### src/rtl/haz_resolver_param.sv
// haz_resolver_param: pipeline hazard resolver (load-use/structural stalls, branch flush, forwarding)
module haz_resolver_param #(
   parameter int AW        = 5,
   parameter int LOAD_LAT  = 2,
   parameter int FLUSH_CYC = 2,
   parameter int MAX_STALL = 15
) (
   input  logic                           clk,
   input  logic                           rst_n,
   input  logic                           id_valid,
   input  logic [AW-1:0]                  id_rs1,
   input  logic [AW-1:0]                  id_rs2,
   input  logic                           ex_wr_en,
   input  logic                           ex_is_load,
   input  logic [AW-1:0]                  ex_rd,
   input  logic                           mem_wr_en,
   input  logic [AW-1:0]                  mem_rd,
   input  logic                           mem_busy,
   input  logic                           br_resolve,
   input  logic                           br_mispredict,
   input  logic                           err_clr,
   output logic [1:0]                     fwd_a,
   output logic [1:0]                     fwd_b,
   output logic                           pc_freeze,
   output logic                           do_flush,
   output logic                           resolved,
   output logic [2:0]                     state,
   output logic [$clog2(MAX_STALL+1)-1:0] stall_cnt,
   output logic                           timeout_err
);
   localparam logic [2:0] NORMAL       = 3'd0;
   localparam logic [2:0] DATA_STALL   = 3'd1;
   localparam logic [2:0] STRUCT_STALL = 3'd2;
   localparam logic [2:0] FLUSH        = 3'd3;
   localparam int CMAX = LOAD_LAT > FLUSH_CYC ? LOAD_LAT : FLUSH_CYC;
   localparam int CW   = $clog2(CMAX + 1);
   localparam int SW   = $clog2(MAX_STALL + 1);

   logic [2:0]    state_q, state_d;
   logic [CW-1:0] cnt_q, cnt_d;
   logic [SW-1:0] stall_cnt_q, stall_cnt_d;
   logic          timeout_err_q, timeout_err_d;
   logic          mispredict, load_use, stalling, timeout;

   always_comb begin
      mispredict    = br_resolve & br_mispredict;
      load_use      = id_valid & ex_wr_en & ex_is_load & (ex_rd != '0) & (ex_rd == id_rs1 | ex_rd == id_rs2);
      stalling      = state_q == DATA_STALL || state_q == STRUCT_STALL;
      timeout       = stalling & (stall_cnt_q == SW'(MAX_STALL)) & ~mispredict;
      stall_cnt_d   = !stalling ? '0 : stall_cnt_q == SW'(MAX_STALL) ? stall_cnt_q : stall_cnt_q + 1'b1;
      timeout_err_d = timeout | (timeout_err_q & ~err_clr);
      state_d       = NORMAL;
      cnt_d         = '0;
      if (mispredict) begin
         state_d = FLUSH;
         cnt_d   = CW'(FLUSH_CYC - 1);
      end else if (!timeout) begin
         case (state_q)
            NORMAL: begin
               state_d = load_use ? DATA_STALL : mem_busy ? STRUCT_STALL : NORMAL;
               cnt_d   = load_use ? CW'(LOAD_LAT - 1) : '0;
            end
            DATA_STALL: begin
               state_d = cnt_q != '0 ? DATA_STALL : mem_busy ? STRUCT_STALL : NORMAL;
               cnt_d   = cnt_q != '0 ? cnt_q - 1'b1 : '0;
            end
            STRUCT_STALL: state_d = mem_busy ? STRUCT_STALL : NORMAL;
            FLUSH: begin
               state_d = cnt_q != '0 ? FLUSH : NORMAL;
               cnt_d   = cnt_q != '0 ? cnt_q - 1'b1 : '0;
            end
            default: state_d = NORMAL;
         endcase
      end
   end

   always_ff @(posedge clk or negedge rst_n) begin
      if (!rst_n) begin
         state_q       <= NORMAL;
         cnt_q         <= '0;
         stall_cnt_q   <= '0;
         timeout_err_q <= 1'b0;
      end else begin
         state_q       <= state_d;
         cnt_q         <= cnt_d;
         stall_cnt_q   <= stall_cnt_d;
         timeout_err_q <= timeout_err_d;
      end
   end

   // Load results are not yet available in EX, so they are never forwarded from there
   assign fwd_a = (ex_wr_en & ~ex_is_load & ex_rd != '0 & ex_rd == id_rs1) ? 2'b01 :
                  (mem_wr_en & mem_rd != '0 & mem_rd == id_rs1) ? 2'b10 : 2'b00;
   assign fwd_b = (ex_wr_en & ~ex_is_load & ex_rd != '0 & ex_rd == id_rs2) ? 2'b01 :
                  (mem_wr_en & mem_rd != '0 & mem_rd == id_rs2) ? 2'b10 : 2'b00;

   assign state       = state_q;
   assign resolved    = state_q == NORMAL;
   assign pc_freeze   = state_q == DATA_STALL || state_q == STRUCT_STALL || state_q == FLUSH;
   assign do_flush    = state_q == FLUSH;
   assign stall_cnt   = stall_cnt_q;
   assign timeout_err = timeout_err_q;
endmodule

### config.mk
export PLATFORM = sky130hd
export DESIGN_NAME = haz_resolver_param
export DESIGN_NICKNAME = d
export VERILOG_FILES = /design/src/rtl/haz_resolver_param.sv
export SDC_FILE = /design/constraint.sdc
export NUM_CORES = 1
export LEC_CHECK = 0
export BUFFER_PORTS_ARGS = -buffer_cell sky130_fd_sc_hd__buf_2
export CORE_ASPECT_RATIO = 0.75
export CORE_MARGIN = 4
export CORE_UTILIZATION = 44
export CTS_CLUSTER_SIZE = 28
export DETAILED_ROUTE_END_ITERATION = 12
export PLACE_DENSITY = 0.78
export SKIP_LAST_GASP = 1
export SYNTH_ARGS = -nofsm -noshare
export SYNTH_HDL_FRONTEND = slang
export SYNTH_SLANG_ARGS = --single-unit
### constraint.sdc
create_clock -name clk -period 1.85 [get_ports clk]
set_input_delay 0.185 -clock clk [delete_from_list [all_inputs] [get_ports clk]]
set_output_delay 0.185 -clock clk [all_outputs]
set_load 0.005 [all_outputs]
==> flow_summary.toml <==
[grt]
antenna_found_initial = 0
overflow = 0
grt_use_total = 0.1823
grt_max_degree = 10
grt_pass1_wl_mm = 3.691
grt_pass1_vias = 829

[cts]
cts_buffers = 3
insertion_delay_ps = 260
clockRootBuffer = "clkbuf_4"
clk_pin_slew_ps = 60
cts_htree_levels = 1
cts_sinks = 9
cts-resized-gates = 0
cts_tree = "done"
post_cts_buffers = 0
holdBufCountCts = 1
cts.path.max_buffers = 2

[yosys]
seq_area_frac_synth = 0.2632
syn_inst = 97
ys_seq_elements = 9
synthMuxAreaShare = 0.01316
yosysWarnings = 0
synth_edf_count = 0
synth_top_area_cell = "dfrtp_1"
syn_area_um2 = 855.8
ys.flop_type = "dfrtp_1"
synth_top_family_by_area = "simple AND/OR/NAND/NOR gates"
yosys.cell_count.top_type = "xor2_1"
synth_xor_area_frac = 0.2149
async_flop_share = 1.000
netlist.area_leader.share = 0.2632
synthAdderAreaFrac = 0.08772
ys_top_cells_by_area = "dfrtp_1 (26%), xor2_1 (14%), ha_1 (8.8%), xnor2_1 (7.2%), nand3_1 (4.1%)"
synth_cell_types = 30
synth_nets = 133
synth-simple-area-share = 0.2471
synth_compound_area_frac = 0.1345
ys_top_cells_by_count = "xor2_1 (14), dfrtp_1 (9), nor2_1 (8)"
syn-mean-instance-area_um2 = 8.823

[floorplan]
ios = 45
die_w_um = 58.93
die_h_um = 46.20
design.die.area_um2 = 2722
initial_core_util = 0.4783
core_um2 = 1789
fp-row-count = 13

[cells_and_area]
fill_cells = 163
drive_above_1_share = 0.3681
synthToLayoutAreaGrowth_pct = 31.72
fin_nets = 181
stdcell_count = 166
antenna-diode-count = 0
final_area_um2 = 1127

[setup_path]
crit_chain = "buf_2 -> or4_4 -> o21ai_4 -> nor3b_2 -> nor4_2 -> buf_2"
critical_path_class = "input port to output pin"
worstSetupStartpointType = "input port"
crit_required_ps = 1660
critPathSlowestCell = "or4_4"
arrival_ps = 1520
path_common_cell = "buf_2"
worstPathMaxFanout = 3
crit_path_max_incr_delay_ps = 540
end_kind = "output pin"

[place]
io_buffers = 43
hpwl_mm = 2.016
gp_congestion = 0.8448
post-place-cells = 161
pre_cts_slack_ps = 149.0
post_dp_cell_area_um2 = 1091

[sta]
report.final.setup_viol = 0
finalHoldViolCount = 0
clock_skew_ps = 2.592
rsz0062_at_grt = "no"
fin_crit_sh = 0.9217
fin_crit_ps = 1705
fmax_mhz = 586.5
setup-tns-final_ps = 0
slew_viol_final = 0
fin_ws_ps = 144.9

[outcome]
status = "complete, no violations"

[route]
wl_per_cell_um = 13.78
drt_iter0_markers = 32
firstDrtPassIters = 4
ant_nets = 0
num_vias = 866
drc = 0
drt-vias-per-instance = 5.217
wirelength_mm = 2.288

[power_and_ir_drop]
p_leak_nw = 0.5511
power_mw = 0.7757
powerDensity_nw_per_um2 = 688.0
ir_drop_v = 0.0005589

[worst_hold_path]
hp-class = "input port to register"

[job]
maxCapViolCount = 0
per-stage QoR:
| step | hold WS, ps | util |
|---|---|---|
| after global placement | 37.06 | 0.6098 |
| after floorplan | -110.6 | - |
| final | 124.8 | 0.6301 |
| after global routing | 120.2 | 0.6301 |
| after detailed placement | 41.03 | 0.6098 |
| after CTS | 117.4 | 0.6301 |
layout make-up:
type                    count  area [µm²]  area share
multi-input cells          81       600.6      0.5327
flip-flops and latches      9       225.2      0.1998
repair buffers             44       225.2      0.1998
well taps                  22       27.53     0.02442
clock buffers               4       26.28     0.02331
inverters                   6       22.52     0.01998
worst paths after layout:
| path | start | endpoint | slack, ps | cells past startpoint |
|---|---|---|---|---|
| worst max register to register | state[0]$_DFF_PN0_ | cnt_q[0]$_DFF_PN0_ | 280 | 7 |
| worst min register to register | timeout_err$_DFF_PN0_ | timeout_err$_DFF_PN0_ | 550 | 2 |
| min in group asynchronous | rst_n | stall_cnt[2]$_DFFE_PN0P_ | 300 | 2 |
| worst max-delay path | ex_rd[0] | fwd_b[1] | 140 | 6 |
| max in group asynchronous | rst_n | stall_cnt[0]$_DFFE_PN0P_ | 1380 | 2 |
| worst min-delay path | err_clr | timeout_err$_DFF_PN0_ | 120 | 2 |
per-layer routing:
layer	wire [µm]	vias to the layer above	global-route usage
li1	-	442	-
met1	1041	392	0.2466
met2	1072	32	0.2952
met3	174	0	0.05322
met4	0	0	0.02715
met5	0	-	0
cell usage in the layout, fill, tap and decap left out, drive strengths merged, types with 6 or more instances in the layout:
master	Yosys	routed
buf	1	43
nor2	8	8
dfrtp	9	9
nand3	7	7
xnor2	7	7
xor2	14	14
ha	6	6
inv	6	6
critical path, delay by kind of cell:
family          cells  cell delay [ps]
compound gates      1              180
simple gates        3              880
buf+inv             2              280
cell families (layout without fill, tap and decap cells):
family                     count (synthesis)  in the layout
AOI/OAI and AO/OA                         16             16
DFF                                        9              9
other                                      1              1
xor gates and xnor gates                  21             21
buffers and inverters                      7             54
muxes                                      1              1
and+or+nand+nor                           36             36
adders and majority gates                  6              6
registers in the layout, summed over array words and instances, names as in the netlist:
| register | flops |
|---|---|
| cnt_q | 2 |
| timeout_err | 1 |
| stall_cnt | 4 |
| state | 2 |
power by group:
part	internal (mW)	switching [mW]	total [mW]
Combinational	0.165	0.184	0.349
Sequential	0.235	0.0421	0.277
Clock	0.0830	0.0660	0.149
Total	0.484	0.292	0.776
Power figures use the tool's default switching activity.
